===== config.mk =====
export PLATFORM = sky130hd
export DESIGN_NAME = xmega_link_rx
export DESIGN_NICKNAME = d
export VERILOG_FILES = /design/src/rtl/xmega_link_rx.sv
export SDC_FILE = /design/constraint.sdc
export NUM_CORES = 1
export LEC_CHECK = 0
export BUFFER_PORTS_ARGS = -buffer_cell sky130_fd_sc_hd__buf_2
export CAP_MARGIN = 5
export CORE_UTILIZATION = 44
export CTS_CLUSTER_SIZE = 24
export DETAILED_ROUTE_END_ITERATION = 10
export GPL_ROUTABILITY_DRIVEN = 0
export PLACE_DENSITY = 0.63
export SETUP_SLACK_MARGIN = 0.15
export SLEW_MARGIN = 20
export SYNTH_ARGS = -nofsm -noshare
export SYNTH_HDL_FRONTEND = slang
export SYNTH_SLANG_ARGS = --single-unit

===== constraint.sdc =====
create_clock -name CLK_50 -period 2.1 [get_ports CLK_50]
set_input_delay 0.21 -clock CLK_50 [delete_from_list [all_inputs] [get_ports CLK_50]]
set_output_delay 0.21 -clock CLK_50 [all_outputs]
set_load 0.01 [all_outputs]

===== src/rtl/xmega_link_rx.sv =====
// Xmega CM/CLK_inter receiver: sync, beat packing, FWFT FIFO with valid/ready.
// Optional partial-word idle timeout enabled by defining XLINK_TIMEOUT_EN.
module xmega_link_rx #(
  parameter int CM_WIDTH = 8,
  parameter int BEATS    = 2,
  parameter int DEPTH    = 4,
  parameter int TIMEOUT  = 1024
) (
  input  logic                         CLK_50,
  input  logic                         RST,
  input  logic [CM_WIDTH-1:0]          CM,
  input  logic                         CLK_inter,
  output logic [CM_WIDTH*BEATS-1:0]    DOUT,
  output logic                         DOUT_VALID,
  input  logic                         DOUT_READY,
  output logic [$clog2(DEPTH+1)-1:0]   LEVEL,
  output logic                         OVERFLOW,
  input  logic                         CLR_OVF,
  output logic                         DROPPED
);

  localparam int W  = CM_WIDTH * BEATS;
  localparam int AW = (DEPTH > 1) ? $clog2(DEPTH) : 1;
  localparam int LW = $clog2(DEPTH + 1);
  localparam int BW = (BEATS > 1) ? $clog2(BEATS) : 1;

  logic                s1_q, s2_q, s3_q;
  logic [CM_WIDTH-1:0] cm1_q, cm2_q;
  logic                w1_q, w2_q;
  logic                arm_q, arm_d;
  logic                stb_edge;

  logic [BW-1:0]       beat_q, beat_d;
  logic [W-1:0]        part_q, part_d;
  logic                push_q, push_d;
  logic [W-1:0]        pword_q, pword_d;

  logic [W-1:0]        mem_q [DEPTH];
  logic [AW-1:0]       wr_q, wr_d;
  logic [AW-1:0]       rd_q, rd_d;
  logic [LW-1:0]       lvl_q, lvl_d;
  logic [W-1:0]        dout_q, dout_d;
  logic                dval_q, dval_d;
  logic                ovf_q, ovf_d;
  logic                pop, full, wr_en, ovf_set;

`ifdef XLINK_TIMEOUT_EN
  localparam int TW = $clog2(TIMEOUT + 1);
  logic [TW-1:0]       idle_q, idle_d;
  logic                drop_q, drop_d;
`endif

  // w1/w2 mark when s2 holds a real post-reset sample of CLK_inter,
  // so a strobe held high through reset never arms the detector.
  always_ff @(posedge CLK_50) begin
    if (RST) begin
      s1_q  <= 1'b0;
      s2_q  <= 1'b0;
      s3_q  <= 1'b0;
      cm1_q <= '0;
      cm2_q <= '0;
      w1_q  <= 1'b0;
      w2_q  <= 1'b0;
    end else begin
      s1_q  <= CLK_inter;
      s2_q  <= s1_q;
      s3_q  <= s2_q;
      cm1_q <= CM;
      cm2_q <= cm1_q;
      w1_q  <= 1'b1;
      w2_q  <= w1_q;
    end
  end

  always_comb begin
    stb_edge = arm_q & s2_q & ~s3_q;
    arm_d    = arm_q | (w2_q & ~s2_q);
    beat_d   = beat_q;
    part_d   = part_q;
    push_d   = 1'b0;
    pword_d  = pword_q;
`ifdef XLINK_TIMEOUT_EN
    idle_d   = '0;
    drop_d   = 1'b0;
`endif
    if (stb_edge) begin
      for (int b = 0; b < BEATS; b++) begin
        if (beat_q == BW'(b)) part_d[b*CM_WIDTH +: CM_WIDTH] = cm2_q;
      end
      if (beat_q == BW'(BEATS - 1)) begin
        beat_d  = '0;
        pword_d = part_d;
        part_d  = '0;
        push_d  = 1'b1;
      end else begin
        beat_d  = beat_q + BW'(1);
      end
    end
`ifdef XLINK_TIMEOUT_EN
    else if (beat_q != '0) begin
      if (idle_q == TW'(TIMEOUT - 1)) begin
        beat_d = '0;
        part_d = '0;
        drop_d = 1'b1;
      end else begin
        idle_d = idle_q + TW'(1);
      end
    end
`endif
  end

  always_comb begin
    pop     = dval_q & DOUT_READY;
    full    = (lvl_q == LW'(DEPTH));
    wr_en   = push_q & (~full | pop);
    ovf_set = push_q & full & ~pop;
    wr_d    = wr_en ? wr_q + AW'(1) : wr_q;
    rd_d    = pop ? rd_q + AW'(1) : rd_q;
    lvl_d   = lvl_q;
    unique case (1'b1)
      (wr_en & ~pop): lvl_d = lvl_q + LW'(1);
      (pop & ~wr_en): lvl_d = lvl_q - LW'(1);
      default:        lvl_d = lvl_q;
    endcase
    // Output register only sees words already in memory before this edge,
    // which gives the one-cycle push-to-DOUT latency.
    dval_d  = pop ? (lvl_q > LW'(1)) : (lvl_q != '0);
    dout_d  = dval_d ? mem_q[rd_d] : dout_q;
    ovf_d   = ovf_set | (ovf_q & ~CLR_OVF);
  end

  always_ff @(posedge CLK_50) begin
    if (RST) begin
      arm_q   <= 1'b0;
      beat_q  <= '0;
      part_q  <= '0;
      push_q  <= 1'b0;
      pword_q <= '0;
      wr_q    <= '0;
      rd_q    <= '0;
      lvl_q   <= '0;
      dout_q  <= '0;
      dval_q  <= 1'b0;
      ovf_q   <= 1'b0;
    end else begin
      arm_q   <= arm_d;
      beat_q  <= beat_d;
      part_q  <= part_d;
      push_q  <= push_d;
      pword_q <= pword_d;
      wr_q    <= wr_d;
      rd_q    <= rd_d;
      lvl_q   <= lvl_d;
      dout_q  <= dout_d;
      dval_q  <= dval_d;
      ovf_q   <= ovf_d;
    end
  end

  always_ff @(posedge CLK_50) begin
    if (wr_en) mem_q[wr_q] <= pword_q;
  end

`ifdef XLINK_TIMEOUT_EN
  always_ff @(posedge CLK_50) begin
    if (RST) begin
      idle_q <= '0;
      drop_q <= 1'b0;
    end else begin
      idle_q <= idle_d;
      drop_q <= drop_d;
    end
  end

  assign DROPPED = drop_q;
`else
  logic unused_timeout;
  assign unused_timeout = (TIMEOUT > 0);
  assign DROPPED        = 1'b0;
`endif

  assign DOUT       = dout_q;
  assign DOUT_VALID = dval_q;
  assign LEVEL      = lvl_q;
  assign OVERFLOW   = ovf_q;

endmodule


# Yosys cells after proc, flatten, opt, wreduce, memory -nomap -nowiden
# Memory sizes are Yosys's and may differ from the RTL's. A register that Yosys moved wholly into a read port is not among the register bits.
# Cells that the tools add are included.
# classes
n_addsub	5
order_cmp	1
bitwise_logic	20
eq_ne	1
mux	11
reduce_logical	4
# op_table
cell	n
$mux W16	1
$mux W8	2
$and A1 B1 Y1	10
$not A1 Y1	7
$mux W1	6
$pmux W3 S2	1
$add A2 B1 Y2 const B	2
$add A3 B1 Y3 const B	1
$eq A3 B3 Y1 const B	1
$gt A3 B1 Y1 const B	1
$or A1 B1 Y1	3
$reduce_bool A3 Y1	1
$sub A3 B1 Y3 const B	1
$mux W2	1
$reduce_and A2 Y1	1
$reduce_bool A2 Y1	1
$reduce_or A2 Y1	1
$add A1 B1 Y1 const B	1
# word_totals
inputBits	13
wordCells	60
reg_bits	65
ram_bits	64
mem_count	1
# mem_list
name	words	word_bits	read_ports	rd_clocked_by_memory_dff	write_ports	line	text
mem_q	4	16	1	1	1	38	logic [W-1:0] mem_q [DEPTH];

# Depth between registers and ports, before layout
# Gate-level depths: netlist of the first run.
# logic_depth
word_depth	7
ltp_mapped	8

# Worst setup path before layout of the first run
# Ideal clock, no wire load.
# synth_timing
path_kind	register to register
from	register lvl_q[0], in the netlist LEVEL[0]
to	memory mem_q[0][0] (netlist name) (enable)
setup_ps	374
arrival_ps	1650
required_time_ps	1726
n_path_buf	0
stages_incl_launch_ff	5
path_slack_ps	77
cell_sequence	dfxtp_1 -> inv_1 -> ha_1 -> a31oi_1 -> and2_1
# synth_via
elab_chain_cells	6
# synth_rtl
item	line	text
from (decl)	41	logic [LW-1:0] lvl_q, lvl_d;
from (signal assigned)	153	lvl_q <= lvl_d;
$eq A3 B3 Y1	114	full = (lvl_q == LW'(DEPTH));
$not A1 Y1	115	wr_en = push_q & (~full | pop);
$or A1 B1 Y1	115	
$and A1 B1 Y1	115	
$mux W1	161	if (wr_en) mem_q[wr_q] <= pword_q;
$mux W1 (not written as such)	161	
to (decl)	38	
# Every way passes these cells.

# Worst setup path after layout of the first run
# layout_timing
from	register dval_q, in the netlist DOUT_VALID
to	register dout_q[15], in the netlist DOUT[15] (read register of mem_q)
# layout_via
elab_chain_cells	2
word_cells_on_any_way	3
# layout_rtl
item	line	text
from (decl)	43	logic dval_q, dval_d;
from (signal assigned)	155	dval_q <= dval_d;
$and A1 B1 Y1 (*)	113	pop = dval_q & DOUT_READY;
$mux W2 or $mux W1 (tied branches)	118, 127	
to (decl)	42	logic [W-1:0] dout_q, dout_d;
# Mark *: on every way between the ends. The rest lies on a longest branch, timed or not.
# A chain may end at the register's enable or synchronous reset.

==> metrics.txt, run 1 <==
run status=completed; WP data required=2500 ps; clk_lat worst skew=slightly above 500 ps; initial detailed-routing violation count=106; peak supply drop=548 uV; H-tree levels=4; most common flop cell mapped by yosys=dfxtp_1; total CTS buffers=17; Mapped Nets=330; antenna violations before repair=0; cell count of the worst hold path=2; pin count of the biggest net entering global routing=25; Clock Tree Root=clkbuf_8; count of unique library cells instantiated by Yosys=38; capture point of the worst reg-to-reg path=DOUT[15]$_SDFFE_PP0P_; total track usage=15.9%; hold path start=RST; antenna diode instance count=0; Ys Warns=0; Remaining DRCs=0; number of clock sinks=around 140; starting density of the core=around 46%; count of maximum capacitance violations=0; endpoint class of the critical path=flip-flop; ratio of final minimum period to clock period=87.7%; remaining number of nets flagged by the antenna check after routing=0; Via density=about 5.0; Max Freq=between 0.5 and 0.6 GHz; Worst Hold Slack=91.7 ps; RSZ-0062 raised after global routing=no; portion of the post-synthesis area used by sequential elements=70.3%; total detailed-routing wirelength=8010 um; shortest clock period the worst path allows after layout=about 1800 ps; FP Rows=37; Top Ports=35; Pins Over Slew Limit=0; placed wire-length estimate after detailed placement=4910 um; netlist area before placement=0.00481 mm^2; asr flop ratio synth=0%; worst reg2reg path depth=5; number of flops mapped to enable cells by yosys=between 60 and 70; Placeable Area=0.0105 mm^2; Layout Skew=9.65 ps; Worst Path Class, Setup=flip-flop to flip-flop; worst slew pin tran=563 ps; share of the synthesized area in the top cell type=39.9%; number of hold buffers added after CTS=10; most common cell after layout, fill and taps aside=dfxtp_1; largest buffer count on any clock path=2; Via Count=~2600; total power divided by cell area=between 1000 and 1500 mW/mm^2; TritonCTS clock tree=built; Hold WC Path Type=input pin to flip-flop; top post-synthesis cells by area=edfxtp_1, dfxtp_1, a22o_1; total iterations of the first detailed-routing run=4; x dimension of the die=107 um; Die Height=107 um; number of instances resized during post-cts repair=0; area of the die=0.0114 mm^2; via count of the first global-routing pass=2630; Overflow after GRT=0; capture endpoint of the worst hold path=s3_q$_SDFF_PP0_; Wirelength per Cell=15.5 um; post-CTS setup buffer count=0; Slew Limit Headroom=62.5%; origin of the critical flop-to-flop path=DOUT_VALID$_SDFF_PP0_; Synth Area per Inst=between 15 and 20 um^2; arrival time of data at the critical path endpoint=2240 ps; IO buf count=33; count of final setup violators=0; biggest fanout along the worst timing path=17; post-synthesis cell type with the largest combined area=edfxtp_1; number of cells produced by synthesis=around 310; sort of element at the start of the critical path=flip-flop; clock transition at the registers of the reported paths=60 ps; Final nets=approximately 390; final number of hold-violating endpoints=0; share of post-route cells with drive strength above 1=around a quarter; layout overhead on the synthesized area=24.3%; r2r setup slk=260 ps; wire length of the first global-routing pass=13200 um; most frequent cells in the layout=dfxtp_1, edfxtp_1, buf_2; aggregate negative setup slack=0 ps; number of synthesized register bits=137; P_leak=2.37 nW
==> report_power, final <==
| group | leakage [nW] | total, W | internal (W) | switching [W] |
|---|---|---|---|---|
| clock | 0.314 | 0.00328 | 0.00218 | 0.00109 |
| combinational | 0.796 | 0.000550 | 0.000235 | 0.000315 |
| sequential | 1.26 | 0.00287 | 0.00282 | 0.0000458 |
==> through the flow <==
step	setup WS [ps]	std cells	total power (W)	cell area (um^2)	utilization [%]
finish	258	517	0.00669	5980	57.2
global route	202	517	0.00694	5980	57.2
CTS	261	517	0.00675	5980	57.2
detailed placement	272	475	0.00346	5220	49.9
global placement	297	475	0.00345	5220	49.9
floorplan	248	309	0.00331	4820	-
==> routing by layer <==
metal	track usage (%)	wire, um
met1	19.1	3630
met3	3.71	242
met5	0	0
met4	7.73	100
met2	26.7	4040
==> cell families after synthesis <==
family	Yosys count	share of synthesized area [%]
compound gates	56	8.79
xor+xnor	5	1.46
fa+ha+maj	8	2.08
buf+inv	22	2.26
flops	137	70.3
mux	17	8.24
other cells	1	0.0779
simple gates	63	6.79
==> Yosys cell counts (2+ instances only) <==
master and instances:
mux4_2 9, nand3_1 2, dfxtp_1 73, o21ai_0 2, xnor2_1 3, nand2_1 19, edfxtp_1 64, nor2_1 10
and3_1 2, clkbuf_1 9, a22o_1 32, inv_1 7, ha_1 8, and2_1 5, buf_4 2, a21oi_1 15
nor2b_1 19, mux4_1 7, buf_2 2
==> cell type report <==
type,count,area [um^2]
tap,136,170
multi-input combinational,150,1330
sequential,137,3380
inverter,7,26.3
clock inverter,14,243
clock buffer,18,418
fill,820,4480
timing repair buffer,55,418
==> sequential cells by signal, indices dropped and copies added, names as in the netlist, 2 cells and up <==
signal / count
DOUT: 16
LEVEL: 3
cm1_q: 8
cm2_q: 8
mem_q: 64
part_q: 8
pword_q: 16
rd_q: 2
wr_q: 2
==> worst max path at each step <==
stage                                startpoint                     to  slack [ps]  cells past startpoint
after CTS                 DOUT_VALID$_SDFF_PP0_  DOUT[15]$_SDFFE_PP0P_         260                      5
after global routing      DOUT_VALID$_SDFF_PP0_  DOUT[15]$_SDFFE_PP0P_         200                      5
final                     DOUT_VALID$_SDFF_PP0_  DOUT[15]$_SDFFE_PP0P_         260                      5
after floorplan           LEVEL[0]$_SDFFE_PP0P_  mem_q[0][0]$_DFFE_PP_         250                      4
after global placement    DOUT_VALID$_SDFF_PP0_  DOUT[15]$_SDFFE_PP0P_         300                      5
after detailed placement  DOUT_VALID$_SDFF_PP0_  DOUT[15]$_SDFFE_PP0P_         270                      5
==> critical path, stage by stage (launching register included) <==
cell and delay (ps):
dfxtp_1 440, nand2_4 120, xor2_4 170, buf_12 200, mux4_1 560, a22o_1 230
(Power assumes the default switching activity.)
==> inputs of run 2 (changes only) <==
--- a/config.mk
+++ b/config.mk
@@ -7,11 +7,11 @@
 export LEC_CHECK = 0
 export BUFFER_PORTS_ARGS = -buffer_cell sky130_fd_sc_hd__buf_2
 export CAP_MARGIN = 5
-export CORE_UTILIZATION = 44
+export CORE_UTILIZATION = 45
 export CTS_CLUSTER_SIZE = 24
 export DETAILED_ROUTE_END_ITERATION = 10
 export GPL_ROUTABILITY_DRIVEN = 0
-export PLACE_DENSITY = 0.63
+export PLACE_DENSITY = 0.64
 export SETUP_SLACK_MARGIN = 0.15
 export SLEW_MARGIN = 20
 export SYNTH_ARGS = -nofsm -noshare
==> run 2 against run 1 <==
Clock-buffer cell count grew 1; setup slack improved by 15 ps; via count fell by 0.54%; combinational power hardly changed; cell area decreased by 2.6%; clock skew is 1.9 ps higher; utilization is 0.72 points lower; largest cell class unchanged; largest power group is now sequential cells.
==> metrics.txt, run 2 (synthesis gave the netlist of run 1 again) <==
run status=completed; TritonCTS clock tree=built; Inst Count DP=between 400 and 500; share of total power in combinational logic=8.9%; total track usage=16.0%; total CTS buffers=17; Remaining DRCs=0; pin count of the biggest net entering global routing=21; biggest fanout along the worst timing path=10; Cell Int Power=0.00473 W; antenna violations before repair=0; clock transition at the registers of the reported paths=~60 ps; count of final setup violators=0; Worst Hold Slack=a little over 60 ps; Via Count=2592; Pins Over Slew Limit=0; sort of element at the start of the critical path=flip-flop; x dimension of the die=105 um; Via density=5.03; shortest clock period the worst path allows after layout=about 1800 ps; number of non-filler instances in the completed layout=515; ratio of final minimum period to clock period=between 80 and 90%; layout overhead on the synthesized area=21.1%; sequential share of power=46.7%; Top Ports=35; flip-flop count of the largest register, all copies and words added=64; starting density of the core=46.6%; H-tree levels=4; most frequent cells in the layout=dfxtp_1, edfxtp_1, buf_2; Final nets=387; capture point of the worst reg-to-reg path=DOUT[11]$_SDFFE_PP0P_; fin area=0.00583 mm^2; origin of the critical flop-to-flop path=DOUT_VALID$_SDFF_PP0_; register with the highest flop count=mem_q; Hold WC Path Type=input pin to flip-flop; final number of hold-violating endpoints=0; Die Height=between 100 and 150 um; power share of the clock group=44.4%; number of clock sinks=about 140; worst slew pin tran=585 ps; Clock Tree Root=clkbuf_8; peak supply drop=613 uV; worst reg2reg path depth=5; most common cell after layout, fill and taps aside=dfxtp_1; beginning of the critical path=DOUT_VALID$_SDFF_PP0_; Wirelength per Cell=15.4 um; via count of the first global-routing pass=about 2600; final core occ=56.5%; clk_lat worst skew=510 ps; P_leak=2.30 nW; total detailed-routing wirelength=7940 um; Overflow after GRT=0; Worst Path Class, Setup=flip-flop to flip-flop; Layout Skew=11.6 ps; Placed Instance Area=between 0.005 and 0.006 mm^2; placed wire-length estimate after detailed placement=4890 um; RSZ-0062 raised after global routing=no; Switch Pwr=0.00142 W; largest buffer count on any clock path=2; endpoint class of the critical path=flip-flop; WP data required=~2500 ps; Placeable Area=0.0103 mm^2; arrival time of data at the critical path endpoint=roughly 2200 ps; initial detailed-routing violation count=100; remaining number of nets flagged by the antenna check after routing=0; r2r setup slk=around 270 ps; number of filler cells placed in the layout=792; Slew Limit Headroom=61.0%; total iterations of the first detailed-routing run=6; Max Freq=approximately 0.55 GHz; area of the die=approximately 0.011 mm^2; switching power as a share of total power=23.2%; total power divided by cell area=1050 mW/mm^2; FP Rows=37; share of post-route cells with drive strength above 1=25.1%; wire length of the first global-routing pass=13000 um; antenna diode instance count=0; aggregate negative setup slack=0 ps; Setup crit end=DOUT[11]$_SDFFE_PP0P_; IO buf count=33; count of maximum capacitance violations=0
run 2: power groups by stage:
stage / clock network (W) / registers (W) / logic [W]
finish: 0.00273 / 0.00287 / 0.000550
floorplan: 0 / 0.00293 / 0.000384
global route: 0.00291 / 0.00288 / 0.000602
global placement: 0 / 0.00292 / 0.000517
CTS: 0.00278 / 0.00287 / 0.000550
detailed placement: 0 / 0.00292 / 0.000531
run 2: worst min path at each step:
| stage | start | end | cells past startpoint |
|---|---|---|---|
| final | RST | beat_q$_SDFFE_PP0P_ | 2 |
| after global routing | RST | cm2_q[2]$_SDFF_PP0_ | 2 |
| after CTS | RST | beat_q$_SDFFE_PP0P_ | 2 |
| after floorplan | RST | w1_q$_DFF_P_ | 1 |
| after global placement | CM[5] | cm1_q[5]$_SDFF_PP0_ | 2 |
| after detailed placement | cm1_q[1]$_SDFF_PP0_ | cm2_q[1]$_SDFF_PP0_ | 1 |
run 2: through the flow:
step / setup slack (ps) / power [W]
4_1_cts: 114 / 0.00620
5_1_grt: 157 / 0.00639
2_1_floorplan: 248 / 0.00331
3_5_place_dp: 125 / 0.00345
3_3_place_gp: 187 / 0.00344
6_report: 274 / 0.00615
run 2: per-layer routing:
| layer | track usage (%) | vias to the layer above | part of all wire [%] |
|---|---|---|---|
| met4 | 6.84 | 0 | 1.3 |
| met2 | 26.8 | 58 | 50 |
| met5 | 0 | - | 0 |
| li1 | - | 1268 | - |
| met3 | 5.81 | 6 | 3.8 |
| met1 | 18.6 | 1260 | 45 |
run 2: repair_timing:
item / CTS / global route
hold endpoints to repair: 10 / 0
buffers inserted: 0 / 0
hold buffers: 10 / 0
setup endpoints to repair: 48 / 71
resized for setup: 1 / 5
gates cloned: 0 / 0
run 2: area by class of cell:
cell class / instances / area (um^2) / share of cell area (%)
Tap cell: 136 / 170 / 2.92
Timing Repair Buffer: 53 / 353 / 6.05
Clock buffer: 19 / 422 / 7.23
Multi-Input combinational cell: 150 / 1340 / 23.1
Sequential cell: 137 / 3380 / 58.1
Inverter: 7 / 26.3 / 0.451
Clock inverter: 13 / 130 / 2.23
run 2: worst max-delay path: stages (launching register included):
cell and delay, ps:
dfxtp_2 390, nand2_4 120, xor2_4 200, buf_4 260, mux4_1 570, a22o_1 180
